File: src/rtl/distortion_pkg.sv
// distortion_pkg: shared types and constants for the stereo distortion sequencer.
//   state_t          - sequencer states
//   SAMPLE_W/GAIN_W/PROD_W - datapath widths
//   DEF_CLIP_LEVEL   - default hard-clip magnitude
//   DEF_DIV_CYCLES   - default divider iteration count (= PROD_W)
//   clip_sample()    - clip (clip_en=1) or 16-bit saturate (clip_en=0) rule
package distortion_pkg;

    localparam int unsigned SAMPLE_W       = 16;
    localparam int unsigned GAIN_W         = 7;
    localparam int unsigned PROD_W         = 23;
    localparam int          DEF_CLIP_LEVEL = 24576;
    localparam int unsigned DEF_DIV_CYCLES = 23;

    typedef enum logic [2:0] {
        IDLE,
        MUL_L,
        DIV_L,
        CLIP_L,
        MUL_R,
        DIV_R,
        CLIP_R,
        DONE
    } state_t;

    // Returns the limited value as a full int; callers narrow it to SAMPLE_W.
    function automatic int clip_sample(input int v, input logic clip_en, input int level);
        int hi;
        int lo;
        if (clip_en) begin
            hi = level;
            lo = -level;
        end else begin
            hi = 32767;
            lo = -32768;
        end
        if (v > hi)
            return hi;
        else if (v < lo)
            return lo;
        else
            return v;
    endfunction

endpackage

File: src/rtl/gain_divider.sv
// gain_divider: unsigned PROD_W / GAIN_W restoring shift-subtract divider.
//   clk, reset  - clock, synchronous active-high reset
//   start       - load dividend/divisor and begin DIV_CYCLES iterations
//   dividend    - unsigned magnitude to divide
//   divisor     - unsigned divisor (0 yields all-ones; caller handles bypass)
//   done        - high during the final iteration; quotient valid next cycle
//   quotient    - unsigned quotient, held until the next start
module gain_divider
    import distortion_pkg::*;
#(
    parameter int unsigned DIV_CYCLES = DEF_DIV_CYCLES
) (
    input  logic              clk,
    input  logic              reset,
    input  logic              start,
    input  logic [PROD_W-1:0] dividend,
    input  logic [GAIN_W-1:0] divisor,
    output logic              done,
    output logic [PROD_W-1:0] quotient
);

    localparam int unsigned CNT_W = $clog2(DIV_CYCLES + 1);

    logic [GAIN_W-1:0] rem;
    logic [GAIN_W-1:0] den;
    logic [PROD_W-1:0] quo;
    logic [CNT_W-1:0]  cnt;
    logic [GAIN_W:0]   partial;
    logic              fits;

    // The quotient register doubles as the dividend shift register: each
    // iteration shifts the next dividend bit out of the top and the new
    // quotient bit in at the bottom.
    always_comb begin
        partial = {rem, quo[PROD_W-1]};
        fits    = (partial >= {1'b0, den});
    end

    always_ff @(posedge clk) begin
        if (reset) begin
            rem <= '0;
            den <= '0;
            quo <= '0;
            cnt <= '0;
        end else if (start) begin
            rem <= '0;
            den <= divisor;
            quo <= dividend;
            cnt <= CNT_W'(DIV_CYCLES);
        end else if (cnt != '0) begin
            rem <= fits ? GAIN_W'(partial - {1'b0, den}) : partial[GAIN_W-1:0];
            quo <= {quo[PROD_W-2:0], fits};
            cnt <= cnt - CNT_W'(1);
        end
    end

    assign done     = (cnt == CNT_W'(1));
    assign quotient = quo;

endmodule

File: src/rtl/distortion_ctrl.sv
// distortion_ctrl: per-frame sequencer sharing one gain-multiply, divide and
// clip pipeline between the left and right channels.
//   clk, reset        - clock, synchronous active-high reset
//   sampleValid       - one-cycle pulse, left/right samples valid
//   leftSampleIn      - signed left sample
//   rightSampleIn     - signed right sample
//   gainNum, gainDen  - unsigned gain ratio; gainDen=0 bypasses the gain
//   clipEn            - 1: clip to +/-CLIP_LEVEL, 0: saturate to 16 bits
//   clearOverrun      - clears the sticky overrun flag
//   leftSampleOut     - processed left sample (held until next frame)
//   rightSampleOut    - processed right sample (held until next frame)
//   sampleOutValid    - one-cycle pulse when outputs update
//   busy              - frame in progress
//   overrun           - sticky: a sample arrived while busy and was dropped
module distortion_ctrl
    import distortion_pkg::*;
#(
    parameter int          CLIP_LEVEL = DEF_CLIP_LEVEL,
    parameter int unsigned DIV_CYCLES = DEF_DIV_CYCLES
) (
    input  logic        clk,
    input  logic        reset,
    input  logic        sampleValid,
    input  logic [15:0] leftSampleIn,
    input  logic [15:0] rightSampleIn,
    input  logic [6:0]  gainNum,
    input  logic [6:0]  gainDen,
    input  logic        clipEn,
    input  logic        clearOverrun,
    output logic [15:0] leftSampleOut,
    output logic [15:0] rightSampleOut,
    output logic        sampleOutValid,
    output logic        busy,
    output logic        overrun
);

    state_t state, next_state;

    logic [SAMPLE_W-1:0] frame_left;
    logic [SAMPLE_W-1:0] frame_right;
    logic [GAIN_W-1:0]   frame_num;
    logic [GAIN_W-1:0]   frame_den;
    logic                frame_clip;
    logic [SAMPLE_W-1:0] left_hold;
    logic [SAMPLE_W-1:0] left_out;
    logic [SAMPLE_W-1:0] right_out;
    logic                overrun_q;

    logic [SAMPLE_W-1:0] cur;
    logic [SAMPLE_W-1:0] cur_mag;
    logic [PROD_W-1:0]   prod_mag;
    logic                div_start;
    logic                div_done;
    logic [PROD_W-1:0]   div_quo;
    int                  div_result;
    logic [SAMPLE_W-1:0] clipped;

    gain_divider #(
        .DIV_CYCLES (DIV_CYCLES)
    ) u_div (
        .clk      (clk),
        .reset    (reset),
        .start    (div_start),
        .dividend (prod_mag),
        .divisor  (frame_den),
        .done     (div_done),
        .quotient (div_quo)
    );

    // Datapath: the product is formed as |sample| * num so the divider only
    // sees magnitudes; the sign is reapplied after division, which makes the
    // quotient truncate toward zero. |-32768| = 32768 still fits 16 unsigned bits.
    always_comb begin
        cur = (state == MUL_L || state == DIV_L || state == CLIP_L) ? frame_left : frame_right;
        cur_mag   = cur[SAMPLE_W-1] ? (~cur + 16'd1) : cur;
        prod_mag  = PROD_W'(cur_mag) * PROD_W'(frame_num);
        div_start = (state == MUL_L) || (state == MUL_R);
        if (frame_den == '0)
            div_result = int'($signed(cur));
        else if (cur[SAMPLE_W-1])
            div_result = -int'(div_quo);
        else
            div_result = int'(div_quo);
        clipped = SAMPLE_W'(clip_sample(div_result, frame_clip, CLIP_LEVEL));
    end

    always_comb begin
        next_state = state;
        case (state)
            IDLE:    if (sampleValid) next_state = MUL_L;
            MUL_L:   next_state = DIV_L;
            DIV_L:   if (div_done) next_state = CLIP_L;
            CLIP_L:  next_state = MUL_R;
            MUL_R:   next_state = DIV_R;
            DIV_R:   if (div_done) next_state = CLIP_R;
            CLIP_R:  next_state = DONE;
            DONE:    next_state = IDLE;
            default: next_state = IDLE;
        endcase
    end

    always_ff @(posedge clk) begin
        if (reset) begin
            state       <= IDLE;
            frame_left  <= '0;
            frame_right <= '0;
            frame_num   <= '0;
            frame_den   <= '0;
            frame_clip  <= 1'b0;
            left_hold   <= '0;
            left_out    <= '0;
            right_out   <= '0;
            overrun_q   <= 1'b0;
        end else begin
            state <= next_state;
            if (state == IDLE && sampleValid) begin
                frame_left  <= leftSampleIn;
                frame_right <= rightSampleIn;
                frame_num   <= gainNum;
                frame_den   <= gainDen;
                frame_clip  <= clipEn;
            end
            // Set has priority over clear.
            if (state != IDLE && sampleValid)
                overrun_q <= 1'b1;
            else if (clearOverrun)
                overrun_q <= 1'b0;
            if (state == CLIP_L)
                left_hold <= clipped;
            // Both outputs are loaded on the CLIP_R->DONE edge so they are
            // already valid during the DONE cycle alongside sampleOutValid.
            if (state == CLIP_R) begin
                left_out  <= left_hold;
                right_out <= clipped;
            end
        end
    end

    assign leftSampleOut  = left_out;
    assign rightSampleOut = right_out;
    assign sampleOutValid = (state == DONE);
    assign busy           = (state != IDLE);
    assign overrun        = overrun_q;

endmodule

File: config.mk
export PLATFORM = sky130hd
export DESIGN_NAME = distortion_ctrl
export DESIGN_NICKNAME = d
export VERILOG_FILES = /design/src/rtl/distortion_pkg.sv /design/src/rtl/gain_divider.sv /design/src/rtl/distortion_ctrl.sv
export SDC_FILE = /design/constraint.sdc
export NUM_CORES = 1
export LEC_CHECK = 0
export BUFFER_PORTS_ARGS = -buffer_cell sky130_fd_sc_hd__buf_2
export CAP_MARGIN = 20
export CORE_ASPECT_RATIO = 0.8
export CORE_MARGIN = 2
export CORE_UTILIZATION = 55
export CTS_BUF_LIST = sky130_fd_sc_hd__clkbuf_8
export DETAILED_ROUTE_END_ITERATION = 7
export PLACE_DENSITY = 0.73
export SLEW_MARGIN = 15
export SYNTH_ARGS = -nofsm -noshare
export SYNTH_HDL_FRONTEND = slang
export SYNTH_SLANG_ARGS = --single-unit
File: constraint.sdc
create_clock -name clk -period 13.7 [get_ports clk]
set_input_delay 1.37 -clock clk [delete_from_list [all_inputs] [get_ports clk]]
set_output_delay 1.37 -clock clk [all_outputs]
set_load 0.01 [all_outputs]
==> results.ini <==
[outcome]
status=finished, final reports clean

[synth]
yosys.area.top_type=dfxtp_1
synth_seq_area_share_pct=26.2
synth-edff-count=0
yosysWarnings=0
synth_top_area_share_pct=26.2
syn-num-nets=1525
syn_avg_cell_area_sq_um=8.05
yosysUniqueCellTypes=69
synth_area_leaders=dfxtp_1 26%, fa_1 13%, nand2_1 8.5%
async_reset_ff_share_pct=0
syn_inst=1339
synth_seq_cells=141
synth-main-ff-cell=dfxtp_1
syn_area_sq_um=10800

[cts]
cts_tree=done
htree_num_levels=4
clk_latency_ps=450
cts_root_buffer=clkbuf_8
postCtsHoldBufs=0
numCtsBuffers=17
postCtsResizedCells=0
clk_path_buf_depth=2
numClockSinks=141
cts_setup_buffers=0
path_clk_slew_ps=80

[floorplan]
rows=45
core-area_sq_um=19100
dieArea_sq_um=20700
initial_core_util_pct=56.5
io_pins=86
die_y_um=129
fp.dieW_um=161

[drt]
final_antenna_net_count=0
drc=0
vias=9540
wirelength_um=28600
firstDrtPassIters=5
drtIter0Drc=952
avgViaCountPerCell=5.78
wire_per_inst_um=17.3

[timing]
slew_headroom_pct=32.2
hold_violations=0
whs_ps=456
slew_violations=0
totalNegativeSetupSlack_ps=0
max_freq_ghz=0.131
fin_crit_sh_pct=55.8
clock-skew-final_ps=16.8
final.min_clock_period_ps=7650
worst_pin_slew_ps=1020
rsz0062_at_grt=no
worst_slack_ps=6050
setup-violations-final=0

[power_and_ir_drop]
total_power_uw=1550
cellLeakagePower_uw=0.00533
cellPowerDensity_nw_per_um2=132
peakVddDrop_mv=0.0998

[finish]
final_util_pct=61.4
n_antenna_cell=0
drive_above_1_share_pct=10.6
nFillCells=1734
area.growth.synth_to_final_pct=8.76
final_nets=1567
layout.cells.most_common_list=243 x nand2_1, 141 x dfxtp_1, 139 x a21oi_1
layout_commonest_cell=nand2_1

[critical_path]
critPathKind=reg -> reg
reg2reg_slack_ps=6050
cp-start-kind=flop
critPathRequiredTime_ps=14030
critPathCapture=u_div.quotient[19]$_SDFFE_PP0P_
rr_endpoint=u_div.quotient[19]$_SDFFE_PP0P_
critPathLaunch=state[1]$_SDFFE_PP0P_
r2r_cells=25
crit_path_max_fanout=27
r2r_start=state[1]$_SDFFE_PP0P_
arrival_ps=7980
endpoint_kind=flop

[global_routing]
first_global_vias=8776
grt_pass1_wl_um=46200
grt_usage_pct=27.8
grt_max_degree=68
grt_antenna_before_repair=0
gr-total-overflow=0

[placement]
post-place-ws_ps=6170
io_buffers=85
routabilityCongestion=0.954
dpl.hpwl_um=21700

[run]
drv_cap=0

[hold_path]
min_path_type=reg -> reg

## metrics by stage
stage          area (sq um)  instances
3_5_place_dp          11300       1619
3_3_place_gp          11300       1619
4_1_cts               11700       1650
2_1_floorplan         10800       1339
6_report              11700       1651
5_1_grt               11700       1651
## synth_stat cells (11+ instances only)
master / count
nand2_1: 243
dfxtp_1: 141
a21oi_1: 139
inv_1: 100
and2_1: 90
nor2_1: 78
fa_1: 70
ha_1: 65
clkbuf_1: 56
o21ai_0: 49
mux2i_1: 33
xnor2_1: 29
xor2_1: 21
nand3_1: 15
a311oi_1: 14
nor3_1: 14
a221o_1: 13
nor2b_1: 13
a211oi_1: 11
## cells by family (layout without fill, tap and decap cells)
group                      count (synthesis)  count (layout)  share of synthesized area, %
AOI/OAI and AO/OA                        293             293                          17.0
DFF                                      141             141                          26.2
adders and majority gates                135             135                          20.5
and+or+nand+nor                          510             510                          22.4
muxes                                     36              36                          3.41
buffers and inverters                    174             228                          6.38
xor gates and xnor gates                  50              50                          4.06
## layout make-up
| cell class | count | area, sq um | area share (%) |
|---|---|---|---|
| Multi-Input combinational cell | 1024 | 7280 | 62.1 |
| Sequential cell | 141 | 2820 | 24.1 |
| Timing Repair Buffer | 96 | 531 | 4.52 |
| Inverter | 101 | 379 | 3.23 |
| Tap cell | 258 | 323 | 2.75 |
| Clock buffer | 20 | 275 | 2.35 |
| Clock inverter | 11 | 119 | 1.01 |
## routing by layer
| metal | vias to the layer above | wire [um] | global-route usage (%) |
|---|---|---|---|
| met1 | 4507 | 13700 | 42.5 |
| met5 | - | 0 | 0 |
| li1 | 4596 | - | - |
| met2 | 393 | 12100 | 41.1 |
| met3 | 44 | 2290 | 4.42 |
| met4 | 0 | 520 | 7.00 |
## worst max-delay path, cell delays in order (launching register included)
cell,delay (ps)
dfxtp_1,420
o21bai_4,730
mux2_2,480
inv_1,110
ha_1,200
nand2_1,90
a21oi_1,170
nor2_1,80
xnor2_1,380
and2_1,210
fa_1,430
fa_1,480
fa_1,540
inv_1,60
fa_1,520
inv_1,40
ha_1,230
or3_1,350
a311o_1,280
a31oi_1,300
o211ai_1,150
a41o_1,290
nor4_1,290
nor3b_1,110
or3_1,310
a31o_2,240
## report_power, final
group | internal [uW] | total [uW] | switching, uW | leakage [uW]
clock network | 174 | 340 | 166 | 0.000198
registers | 454 | 523 | 68.5 | 0.00115
logic | 254 | 684 | 430 | 0.00398
total | 883 | 1550 | 664 | 0.00533
## worst min path at each step
stage                                   start                              to  depth (start not counted)
6_report       leftSampleOut[15]$_SDFFE_PP0P_  leftSampleOut[15]$_SDFFE_PP0P_                          2
5_1_grt            left_hold[13]$_SDFFE_PP0P_  leftSampleOut[13]$_SDFFE_PP0P_                          2
4_1_cts        leftSampleOut[10]$_SDFFE_PP0P_  leftSampleOut[10]$_SDFFE_PP0P_                          2
3_5_place_dp      frame_right[8]$_SDFFE_PP0P_     frame_right[8]$_SDFFE_PP0P_                          2
3_3_place_gp   leftSampleOut[14]$_SDFFE_PP0P_  leftSampleOut[14]$_SDFFE_PP0P_                          2
2_1_floorplan       left_hold[8]$_SDFFE_PP0P_       left_hold[8]$_SDFFE_PP0P_                          2
## registers in the layout, indices dropped and copies added (netlist names)
register,cells
u_div.quotient,23
frame_left,16
frame_right,16
leftSampleOut,16
left_hold,16
rightSampleOut,16
frame_den,7
frame_num,7
u_div.den,7
u_div.rem,7
u_div.cnt,5
state,3
frame_clip,1
overrun,1
No activity file was read; power rests on OpenSTA's default activity.
